===== src/rtl/mel_pkg.sv =====
// Shared definitions for the mel band sequencer.
// Holds the FSM state encoding, the accumulator width, the band-index
// width and the default number of bands per frame.
package mel_pkg;

    localparam int ACCW       = 46;
    localparam int IDXW       = 6;
    localparam int NBANDS_DEF = 20;

    typedef enum logic [2:0] {
        IDLE,
        TBL,
        TBLW,
        ACC,
        DRAIN,
        OUT,
        FIN
    } state_t;

endpackage


===== src/rtl/mel_band_seq_if.sv =====
// Downstream band-result stream of the mel band sequencer.
// Ports (master = sequencer side):
//   mel_data  : completed band sum
//   mel_idx   : band index of mel_data
//   mel_valid : result is held and waiting
//   mel_ready : consumer accepts the result
interface mel_band_seq_if;
    import mel_pkg::*;

    logic [ACCW-1:0] mel_data;
    logic [IDXW-1:0] mel_idx;
    logic            mel_valid;
    logic            mel_ready;

    modport master (output mel_data, output mel_idx, output mel_valid, input mel_ready);
    modport slave  (input mel_data, input mel_idx, input mel_valid, output mel_ready);

endinterface


===== src/rtl/mel_bin_cnt.sv =====
// Loadable up-counter used as the FFT-bin issue address.
// Ports:
//   clk, reset : clock and synchronous active-high reset
//   clear      : force count to zero (highest priority)
//   load       : load load_val
//   inc        : advance by one
//   hi         : terminal value
//   cnt        : current count
//   last       : cnt equals hi
module mel_bin_cnt #(
    parameter int W = 8
) (
    input  logic         clk,
    input  logic         reset,
    input  logic         clear,
    input  logic         load,
    input  logic [W-1:0] load_val,
    input  logic         inc,
    input  logic [W-1:0] hi,
    output logic [W-1:0] cnt,
    output logic         last
);

    logic [W-1:0] cnt_q;
    logic [W-1:0] cnt_d;

    // Next count; the sequencer never increments past hi, so the counter
    // cannot wrap even when hi is the all-ones bin.
    always_comb begin
        cnt_d = cnt_q;
        if (clear) begin
            cnt_d = '0;
        end else if (load) begin
            cnt_d = load_val;
        end else if (inc) begin
            cnt_d = cnt_q + W'(1);
        end
    end

    // Count register with synchronous reset.
    always_ff @(posedge clk) begin
        if (reset) begin
            cnt_q <= '0;
        end else begin
            cnt_q <= cnt_d;
        end
    end

    assign cnt  = cnt_q;
    assign last = (cnt_q == hi);

endmodule


===== src/rtl/mel_band_seq.sv =====
// Mel filter-bank band sequencer. For each band of a frame it reads the
// band's first/last FFT bin from a filter table, streams the bin addresses
// to an external accumulator, waits for the accumulator to settle and
// hands the sum downstream over a valid/ready stream.
// Ports:
//   clk, reset          : clock and synchronous active-high reset
//   start, cfg_sel      : frame start pulse and accumulator source select
//   tbl_addr            : filter-table band index
//   tbl_lo, tbl_hi      : band bin range, valid one cycle after tbl_addr
//   bin_addr            : spectrum/coefficient read address
//   acc_en/new1/sel     : accumulator controls
//   acc_out             : accumulator value
//   mel                 : result stream (data, index, valid/ready)
//   busy, done          : pass in progress / end-of-frame pulse
module mel_band_seq
    import mel_pkg::*;
#(
    parameter int NBANDS = NBANDS_DEF,
    parameter int BINW   = 8
) (
    input  logic              clk,
    input  logic              reset,
    input  logic              start,
    input  logic              cfg_sel,
    output logic [IDXW-1:0]   tbl_addr,
    input  logic [BINW-1:0]   tbl_lo,
    input  logic [BINW-1:0]   tbl_hi,
    output logic [BINW-1:0]   bin_addr,
    output logic              acc_en,
    output logic              acc_new1,
    output logic              acc_sel,
    input  logic [ACCW-1:0]   acc_out,
    mel_band_seq_if.master    mel,
    output logic              busy,
    output logic              done
);

    state_t            state_q, state_d;
    logic [IDXW-1:0]   band_q, band_d;
    logic [IDXW-1:0]   tbl_addr_q, tbl_addr_d;
    logic [BINW-1:0]   lo_q, lo_d;
    logic [BINW-1:0]   hi_q, hi_d;
    logic              drain_q, drain_d;
    logic              acc_en_q, acc_en_d;
    logic              acc_new1_q, acc_new1_d;
    logic              acc_sel_q, acc_sel_d;
    logic [ACCW-1:0]   mel_data_q, mel_data_d;
    logic [IDXW-1:0]   mel_idx_q, mel_idx_d;
    logic              mel_valid_q, mel_valid_d;
    logic              busy_q, busy_d;
    logic              done_q, done_d;

    logic              cnt_clear;
    logic              cnt_load;
    logic              cnt_inc;
    logic              cnt_last;

    mel_bin_cnt #(.W(BINW)) u_bin_cnt (
        .clk      (clk),
        .reset    (reset),
        .clear    (cnt_clear),
        .load     (cnt_load),
        .load_val (tbl_lo),
        .inc      (cnt_inc),
        .hi       (hi_q),
        .cnt      (bin_addr),
        .last     (cnt_last)
    );

    // Next-state and next-output logic. acc_en/acc_new1 are computed from
    // the issuing state and registered, so they trail the bin address by
    // one cycle, matching the accumulator's read latency. DRAIN lasts two
    // cycles: the last acc_en, then the accumulator register update.
    always_comb begin
        state_d     = state_q;
        band_d      = band_q;
        tbl_addr_d  = tbl_addr_q;
        lo_d        = lo_q;
        hi_d        = hi_q;
        drain_d     = drain_q;
        acc_en_d    = 1'b0;
        acc_new1_d  = 1'b0;
        acc_sel_d   = acc_sel_q;
        mel_data_d  = mel_data_q;
        mel_idx_d   = mel_idx_q;
        mel_valid_d = mel_valid_q;
        done_d      = 1'b0;
        cnt_clear   = 1'b0;
        cnt_load    = 1'b0;
        cnt_inc     = 1'b0;

        case (state_q)
            IDLE: begin
                if (start) begin
                    state_d    = TBL;
                    band_d     = '0;
                    tbl_addr_d = '0;
                    acc_sel_d  = cfg_sel;
                end
            end
            TBL: begin
                state_d = TBLW;
            end
            TBLW: begin
                lo_d = tbl_lo;
                hi_d = tbl_hi;
                if (tbl_hi >= tbl_lo) begin
                    state_d  = ACC;
                    cnt_load = 1'b1;
                end else begin
                    state_d     = OUT;
                    mel_data_d  = '0;
                    mel_idx_d   = band_q;
                    mel_valid_d = 1'b1;
                end
            end
            ACC: begin
                acc_en_d   = 1'b1;
                acc_new1_d = (bin_addr == lo_q);
                if (cnt_last) begin
                    state_d   = DRAIN;
                    drain_d   = 1'b0;
                    cnt_clear = 1'b1;
                end else begin
                    cnt_inc = 1'b1;
                end
            end
            DRAIN: begin
                if (!drain_q) begin
                    drain_d = 1'b1;
                end else begin
                    drain_d     = 1'b0;
                    state_d     = OUT;
                    mel_data_d  = acc_out;
                    mel_idx_d   = band_q;
                    mel_valid_d = 1'b1;
                end
            end
            OUT: begin
                if (mel_valid_q && mel.mel_ready) begin
                    mel_valid_d = 1'b0;
                    if (band_q == IDXW'(NBANDS - 1)) begin
                        state_d = FIN;
                        done_d  = 1'b1;
                    end else begin
                        band_d     = band_q + IDXW'(1);
                        tbl_addr_d = band_q + IDXW'(1);
                        state_d    = TBL;
                    end
                end
            end
            FIN: begin
                state_d = IDLE;
            end
            default: begin
                state_d = IDLE;
            end
        endcase

        busy_d = (state_d != IDLE);
    end

    // State and registered outputs; reset returns to IDLE from anywhere.
    always_ff @(posedge clk) begin
        if (reset) begin
            state_q     <= IDLE;
            band_q      <= '0;
            tbl_addr_q  <= '0;
            lo_q        <= '0;
            hi_q        <= '0;
            drain_q     <= 1'b0;
            acc_en_q    <= 1'b0;
            acc_new1_q  <= 1'b0;
            acc_sel_q   <= 1'b0;
            mel_data_q  <= '0;
            mel_idx_q   <= '0;
            mel_valid_q <= 1'b0;
            busy_q      <= 1'b0;
            done_q      <= 1'b0;
        end else begin
            state_q     <= state_d;
            band_q      <= band_d;
            tbl_addr_q  <= tbl_addr_d;
            lo_q        <= lo_d;
            hi_q        <= hi_d;
            drain_q     <= drain_d;
            acc_en_q    <= acc_en_d;
            acc_new1_q  <= acc_new1_d;
            acc_sel_q   <= acc_sel_d;
            mel_data_q  <= mel_data_d;
            mel_idx_q   <= mel_idx_d;
            mel_valid_q <= mel_valid_d;
            busy_q      <= busy_d;
            done_q      <= done_d;
        end
    end

    assign tbl_addr      = tbl_addr_q;
    assign acc_en        = acc_en_q;
    assign acc_new1      = acc_new1_q;
    assign acc_sel       = acc_sel_q;
    assign mel.mel_data  = mel_data_q;
    assign mel.mel_idx   = mel_idx_q;
    assign mel.mel_valid = mel_valid_q;
    assign busy          = busy_q;
    assign done          = done_q;

endmodule


===== src/flat_wrapper.sv =====
// flat-port wrapper written by rule: the top's interface ports become plain ports
module mel_band_seq_flat import mel_pkg::*;
#(
    parameter int NBANDS = NBANDS_DEF,
    parameter int BINW   = 8
)
  (clk, reset, start, cfg_sel, tbl_addr, tbl_lo, tbl_hi, bin_addr, acc_en, acc_new1, acc_sel, acc_out, busy, done, mel_mel_data, mel_mel_idx, mel_mel_valid, mel_mel_ready);
  mel_band_seq_if mel_i ();
  input  logic clk;
  input  logic reset;
  input  logic start;
  input  logic cfg_sel;
  output logic [IDXW-1:0] tbl_addr;
  input  logic [BINW-1:0] tbl_lo;
  input  logic [BINW-1:0] tbl_hi;
  output logic [BINW-1:0] bin_addr;
  output logic acc_en;
  output logic acc_new1;
  output logic acc_sel;
  input  logic [ACCW-1:0] acc_out;
  output logic busy;
  output logic done;
  output wire logic [$bits(mel_i.mel_data)-1:0] mel_mel_data;
  output wire logic [$bits(mel_i.mel_idx)-1:0] mel_mel_idx;
  output wire logic [$bits(mel_i.mel_valid)-1:0] mel_mel_valid;
  input wire logic [$bits(mel_i.mel_ready)-1:0] mel_mel_ready;
  assign mel_mel_data = mel_i.mel_data;
  assign mel_mel_idx = mel_i.mel_idx;
  assign mel_mel_valid = mel_i.mel_valid;
  assign mel_i.mel_ready = mel_mel_ready;
  mel_band_seq #(.NBANDS(NBANDS), .BINW(BINW)) u_core (.clk(clk), .reset(reset), .start(start), .cfg_sel(cfg_sel), .tbl_addr(tbl_addr), .tbl_lo(tbl_lo), .tbl_hi(tbl_hi), .bin_addr(bin_addr), .acc_en(acc_en), .acc_new1(acc_new1), .acc_sel(acc_sel), .acc_out(acc_out), .mel(mel_i), .busy(busy), .done(done));
endmodule

===== config.mk =====
export PLATFORM = sky130hd
export DESIGN_NAME = mel_band_seq_flat
export DESIGN_NICKNAME = d
export VERILOG_FILES = /design/src/rtl/mel_pkg.sv /design/src/rtl/mel_band_seq_if.sv /design/src/rtl/mel_bin_cnt.sv /design/src/rtl/mel_band_seq.sv /design/src/flat_wrapper.sv
export SDC_FILE = /design/constraint.sdc
export NUM_CORES = 1
export LEC_CHECK = 0
export ABC_CLOCK_PERIOD_IN_PS = 2100
export CELL_PAD_IN_SITES_DETAIL_PLACEMENT = 1
export CELL_PAD_IN_SITES_GLOBAL_PLACEMENT = 1
export CORE_UTILIZATION = 30
export DETAILED_ROUTE_END_ITERATION = 7
export PLACE_DENSITY_LB_ADDON = 0.1
export SLEW_MARGIN = 30
export SYNTH_ARGS = -nofsm -noshare
export SYNTH_HDL_FRONTEND = slang
export SYNTH_SLANG_ARGS = --single-unit

===== constraint.sdc =====
create_clock -name clk -period 2.1 [get_ports clk]
set_input_delay 0.42 -clock clk [delete_from_list [all_inputs] [get_ports clk]]
set_output_delay 0.42 -clock clk [all_outputs]
set_load 0.01 [all_outputs]

==> flow_summary_export.csv, run 1 <==
group,metric,value,unit
global_route,grt_max_degree,28,
clock_network,clk_pin_slew_worst_paths,70,ps
layout,multi_input_area,0.00206,mm2
place,dpl.hpwl,9.68,mm
setup_path,rr_worst_depth,9,
setup_path,path_max_fanout,11,
place,portBuffers,138,
timing,slew_headroom,59.9,%
global_route,grt_util_all_layers,20.4,%
layout,regArea,0.00184,mm2
global_route,grt.met2_usage,34.4,%
logic_synthesis,synthCells,410,
logic_synthesis,synth_warnings,0,
setup_path,path_cells,"dlygate4sd2_1 -> inv_2 -> ha_4 -> a21oi_4 -> o211a_1 -> o31a_4 -> nor3_4 -> buf_6 -> buf_4 -> buf_12 -> buf_16 -> a22o_2",
global_route,use_met3,5.30,%
timing,fin_worst_skew,7.11,ps
setup_path,cp-start-kind,"primary input",
hold_path,whs_path_depth,3,
clock_network,cts.sinks,92,
setup_path,path_class,"primary input to flop",
global_route,grt_antenna_before_repair,0,
timing,final-hold-violation-count,0,
clock_network,clock_latency,350,ps
setup_path,cpPeakStageDelay,260,ps
global_route,first_global_vias,3808,
timing,worst_pin_slew,602,ps
timing,timing.fmax,487,MHz
clock_network,h-tree-depth,3,
global_route,globalRouteMet1Util,25.6,%
setup_path,cp.required,2340,ps
timing,final.setup.tns,0,ps
clock_network,cts_buffers,9,
layout,fin_nets,660,
setup_path,cp-end-kind,"flop",
floorplanning,die_area,0.0137,mm2
floorplanning,start_util,31.2,%
global_route,busiest_layer,"met2",
power_and_ir_drop,power,4.35,mW
place,place_inst,733,
layout,fill_cells,1452,
power_and_ir_drop,p_leak,2.34,nW
global_route,grt_pass1_wl,20.7,mm
drt,routedWlPerCell,18.0,um
timing,fin_crit_sh,97.7,%
logic_synthesis,synth-edff-count,0,
layout,area_growth,58.3,%
logic_synthesis,syn-cell-area,0.00398,mm2
power_and_ir_drop,powerDensity,691,mW/mm2
logic_synthesis,yosysUniqueCellTypes,54,
drt,num_vias,3770,
global_route,grt_overflow,0,
layout,layout-drive-gt1-share,25.3,%
layout,final_common_cell,"clkdlybuf4s50_1",
power_and_ir_drop,ir_drop,473,uV
job,cap_violations,0,
logic_synthesis,seq_area_frac_synth,46.2,%
floorplanning,die_x,117,um
layout,final_cell_mix,"122 x clkdlybuf4s50_1, 92 x dfxtp_1, 44 x a22o_2",
drt,firstDrtPassIters,4,
logic_synthesis,avgSynthCellArea,9.72,um2
setup_path,crit_slowest_cell,"ha_4",
timing,fin_crit,2050,ps
logic_synthesis,ys_ff_latch,92,
hold_path,min_path_type,"primary input to flop",
floorplanning,io-pin-count,139,
drt,drc_errors,0,
floorplanning,core,0.0128,mm2
status,status,"completed",
clock_network,cts-root-buf,"clkbuf_16",
drt,drt_iter0_drc,174,
timing,finalSetupViolations,0,
clock_network,cts_max_path_buffers,2,
logic_synthesis,synth_top_flop_cell,"dfxtp_1",
drt,routed_wl,13.7,mm
layout,fin_cells,760,
logic_synthesis,synth-async-reset-ratio,0,%
layout,antennaDiodeCount,0,
setup_path,cp_data_arrival_time,2300,ps
clock_network,tritoncts,"yes",
drt,vias_per_cell,4.96,
floorplanning,die_h,117,um
logic_synthesis,syn_nets,487,
floorplanning,std_cell_rows,41,
place,gp_congestion,0.747,
drt,ant_nets,0,
timing,slew_viol_final,0,
-- routing by layer --
layer	share of wire, %	wire length [um]	vias to the layer above
li1	-	-	1843
met1	45	6140	1825
met2	48	6610	91
met3	5.7	776	11
met4	1.1	150	0
met5	0	0	-
-- report_power, final --
group	internal [mW]	switching, mW	total (mW)
clock network	0.932	0.743	1.67
logic	0.419	0.423	0.842
registers	1.79	0.0439	1.84
total	3.15	1.21	4.35
-- flip-flops by register name, summed over array words and instances, names as in the netlist --
signal                cells
u_core.hi_q               8
u_core.acc_sel            1
u_core.mel.mel_idx        6
u_core.acc_new1           1
u_core.done               1
u_core.u_bin_cnt.cnt      8
u_core.lo_q               8
u_core.mel.mel_valid      1
u_core.drain_q            1
u_core.band_q             6
u_core.mel.mel_data      46
u_core.busy               1
u_core.state_q            3
u_core.acc_en             1
-- worst max-delay path: cells and delay by family --
family | cells | cell delay (ps)
buffers and inverters | 6 | 820
AO/OA/AOI/OAI | 4 | 750
adder cells (fa/ha/maj) | 1 | 260
AND/OR/NAND/NOR | 1 | 40
-- through the flow --
| stage | hold slack (ps) | setup WS, ps | utilization, % | area (um2) |
|---|---|---|---|---|
| floorplan | 449 | 25.2 | - | 3980 |
| global placement | 460 | -470 | 45.0 | 5740 |
| detailed placement | 463 | -501 | 45.2 | 5770 |
| CTS | 465 | 27.5 | 49.3 | 6300 |
| global route | 345 | -16.5 | 49.4 | 6310 |
| finish | 327 | 47.3 | 49.4 | 6310 |
-- cell type report --
type / instances / share of cell area (%)
Inverter: 11 / 0.655
Clock inverter: 7 / 1.19
Multi-Input combinational cell: 280 / 32.7
Tap cell: 172 / 3.41
Clock buffer: 9 / 3.57
Timing Repair Buffer: 189 / 29.3
Sequential cell: 92 / 29.2
-- synthesized netlist by cell type (all sizes together), types with 3 or more instances --
| cell | instances | area share (%) |
|---|---|---|
| or3 | 3 | 0.47 |
| nor2 | 21 | 2.0 |
| nand4 | 8 | 1.3 |
| inv | 11 | 1.0 |
| a22o | 46 | 11 |
| o31ai | 8 | 1.5 |
| nor3 | 6 | 1.0 |
| buf | 16 | 2.7 |
| a21oi | 40 | 5.1 |
| o21ai | 13 | 1.6 |
| xnor2 | 21 | 4.6 |
| dfxtp | 92 | 46 |
| xor2 | 4 | 0.88 |
| nand3 | 14 | 1.9 |
| a211oi | 4 | 0.88 |
| clkbuf | 11 | 1.1 |
| a31oi | 3 | 0.63 |
| ha | 10 | 3.1 |
| nand2b | 3 | 0.47 |
| nand2 | 42 | 4.0 |
-- what timing repair did --
item	CTS	global route
setup buffers	7	1
hold buffers	0	0
resized for setup	37	16
cloned	3	0
setup endpoints to repair	53	18
pin swaps	8	6
-- cells by family (layout without fill, tap and decap cells) --
logic type / Yosys count / in the layout / synth area share, %
AO/OA/AOI/OAI: 130 / 130 / 25.3
AND/OR/NAND/NOR: 113 / 113 / 14.5
flip-flops: 92 / 92 / 46.2
buffers and inverters: 38 / 216 / 4.84
XOR/XNOR: 25 / 25 / 5.50
adder cells (fa/ha/maj): 10 / 10 / 3.14
multiplexers: 2 / 2 / 0.503
-- worst paths after layout --
check / start / to / slack (ps)
worst max register to register: u_core.state_q[2] / u_core.mel.mel_data[32] / 110
worst max-delay path: tbl_lo[7] / u_core.mel.mel_data[32] / 50
worst min-delay path: tbl_hi[0] / u_core.hi_q[0] / 330
worst min register to register: u_core.mel.mel_idx[1] / u_core.mel.mel_idx[1] / 470
Note: power is estimated with default switching activity, not from simulation.
==> run 2, diff against run 1 <==
CAP_MARGIN = 20   (was default)
TNS_END_PERCENT = 10   (was default)
==> results of run 2 <==
The final DEF is identical to that of run 1; final timing and power are the same.
==> run 3, diff against run 2 <==
ABC_AREA = 1   (was default)
CORE_UTILIZATION = 28   (was 30)
==> flow_summary_export.csv, run 3 <==
group,metric,value,unit
clock_network,tritoncts,"yes",
setup_path,path_class,"primary input to flop",
timing,fin_worst_skew,6.32,ps
status,status,"complete, but fails checks",
logic_synthesis,syn_nets,636,
logic_synthesis,synth_compound_area_share,13.0,%
timing,fin_crit,2120,ps
place,placed_area,0.00580,mm2
global_route,grt_max_degree,61,
layout,layout-drive-gt1-share,12.1,%
timing,timing.fmax,472,MHz
setup_path,path_max_fanout,9,
logic_synthesis,synth-async-reset-ratio,0,%
logic_synthesis,avgSynthCellArea,7.23,um2
layout,fin_nets,799,
logic_synthesis,yosysUniqueCellTypes,23,
hold_path,whs_path_depth,3,
floorplanning,core,0.0140,mm2
logic_synthesis,synth_top_area_share,45.5,%
drt,vias_per_cell,4.63,
floorplanning,io-pin-count,139,
global_route,grt_util_all_layers,18.3,%
setup_path,crit_top_cell,"nand2_1",
logic_synthesis,synthSimpleGateAreaFrac,26.7,%
timing,fin_crit_sh,101,%
clock_network,clock_latency,350,ps
global_route,grt_pass1_wl,21.1,mm
power_and_ir_drop,p_leak,2.55,nW
clock_network,cts-root-buf,"clkbuf_16",
logic_synthesis,synth_xor_area_share,3.90,%
floorplanning,die_x,122,um
drt,firstDrtPassIters,4,
place,dpl.hpwl,9.84,mm
setup_path,path_depth,11,
logic_synthesis,synth_fa_ha_area_share,3.09,%
logic_synthesis,synth_warnings,0,
setup_path,rr_worst_depth,10,
setup_path,path_delay_family,"simple AND/OR/NAND/NOR gates",
setup_path,cp_data_arrival_time,2390,ps
drt,drc_errors,0,
logic_synthesis,seq_area_frac_synth,45.5,%
status,failed_checks,"negative setup slack",
logic_synthesis,synth_common_cells,"174 x nand2_1, 92 x dfxtp_1, 86 x a21oi_1",
clock_network,cts_hold_buf,0,
layout,final_common_cell,"nand2_1",
logic_synthesis,ys_top_cells_by_area,"dfxtp_1 46%, nand2_1 16%, a21oi_1 11%",
floorplanning,start_util,28.9,%
drt,num_vias,4199,
logic_synthesis,synth_top_flop_cell,"dfxtp_1",
timing,slew_headroom,55.0,%
power_and_ir_drop,ir_drop,415,uV
layout,largest_reg_flops,46,
drt,ant_nets,0,
logic_synthesis,synthMuxAreaShare,0,%
timing,slew_viol_final,0,
setup_path,cpPeakStageDelay,440,ps
timing,worst_pin_slew,676,ps
layout,final_cell_area,0.00642,mm2
place,gp_congestion,0.756,
floorplanning,std_cell_rows,43,
logic_synthesis,synth_area_leader_cell,"dfxtp_1",
logic_synthesis,synth-edff-count,0,
setup_path,cp-start-kind,"primary input",
global_route,grt_antenna_before_repair,0,
global_route,first_global_vias,4271,
global_route,grt_overflow,0,
layout,final_cell_mix,"171 x nand2_1, 128 x clkdlybuf4s50_1, 92 x dfxtp_1",
setup_path,crit_buf_inv,2,
setup_path,cp.required,2370,ps
layout,antennaDiodeCount,0,
logic_synthesis,synth_top_family_by_area,"simple AND/OR/NAND/NOR gates",
layout,area_growth,58.9,%
logic_synthesis,ys_ff_latch,92,
logic_synthesis,syn-cell-area,0.00404,mm2
timing,hold_slack,406,ps
clock_network,h-tree-depth,3,
hold_path,min_path_type,"primary input to flop",
drt,routedWlPerCell,15.2,um
logic_synthesis,yosysMostFrequentCell,"nand2_1",
place,portBuffers,138,
logic_synthesis,synthCells,559,
floorplanning,die_h,122,um
setup_path,cp-end-kind,"flop",
layout,final_util,45.9,%
floorplanning,die_area,0.0149,mm2
clock_network,cts_buffers,9,
setup_path,path_cells,"clkdlybuf4s50_1 -> ha_2 -> nand2_1 -> nor2_4 -> nand4_1 -> nand3_2 -> nand2_2 -> nand3_4 -> clkbuf_16 -> nand2_1 -> a21oi_1",
timing,finalSetupViolations,1,
clock_network,clk_pin_slew_worst_paths,70,ps
job,cap_violations,0,
setup_path,crit_slowest_cell,"clkdlybuf4s50_1",
drt,routed_wl,13.8,mm
clock_network,cts_max_path_buffers,2,
power_and_ir_drop,powerDensity,806,mW/mm2
drt,drt_iter0_drc,169,
place,place_ws,-399,ps
timing,fin_ws,-18.1,ps
timing,final-hold-violation-count,0,
clock_network,cts.sinks,92,
==> run 3: changes by cell type after synthesis, moves of 12 or more <==
cell / delta
xnor2_1: -15
clkbuf_1: +12
nand3_1: +24
a21oi_1: +47
inv_1: +33
nand2_1: +132
a22o_2: -44
==> run 3: logic make-up (layout without fill, tap and decap cells) <==
| kind of cell | after synthesis | count (layout) |
|---|---|---|
| and+or+nand+nor | 260 | 260 |
| AOI/OAI and AO/OA | 104 | 104 |
| DFF | 92 | 92 |
| buffers and inverters | 75 | 243 |
| xor gates and xnor gates | 18 | 18 |
| adders and majority gates | 10 | 10 |
==> run 3: through the flow <==
step | TNS (ps) | total power, mW | instances
4_1_cts | -35.6 | 5.07 | 899
3_3_place_gp | -21050 | 3.08 | 883
6_report | -18.1 | 5.18 | 907
5_1_grt | -630 | 5.46 | 907
3_5_place_dp | -22050 | 3.11 | 883
2_1_floorplan | 0 | 2.58 | 559
==> run 3: final timing paths <==
kind	slack, ps	end	startpoint
setup / recovery	-20	u_core.mel.mel_data[17]	tbl_hi[4]
hold / removal	410	u_core.lo_q[5]	tbl_lo[5]
hold reg to reg	450	u_core.acc_sel	u_core.acc_sel
setup reg to reg	230	u_core.mel.mel_data[17]	u_core.state_q[2]
==> run 3: where the power goes <==
part	internal (mW)	switching [mW]	leakage, nW
Combinational	0.629	0.669	1.63
Sequential	1.86	0.0815	0.744
Clock	1.21	0.732	0.175
==> run 3: what timing repair did <==
item | CTS | global route
endpoints found under the hold margin | 0 | 0
buffers inserted | 0 | 4
resized for setup | 1 | 38
gates cloned | 0 | 4
endpoints found under the setup margin | 7 | 64
pin swaps | 0 | 7
==> run 3: metal layers <==
metal  part of all wire, %  routed length, um  vias up  track usage (%)
met4                   2.6                352        0             8.61
met2                    49               6710       94             31.5
met3                   3.7                512       19             2.95
met1                    45               6200     1954             22.2
met5                     0                  0        -                0
li1                      -                  -     2132                -
==> run 3: worst min-delay path: stages <==
cell and delay (ps):
dlymetal6s2s_1 150, inv_2 80, a21oi_1 60
==> run 3: area by class of cell <==
type                       instances  area [um2]
tap                              180         225
sequential                        92        1840
clock buffer                      10         239
fill                            1722        7560
multi-input combinational        392        2000
clock inverter                     6         119
inverter                          47         176
timing repair buffer             180        1820
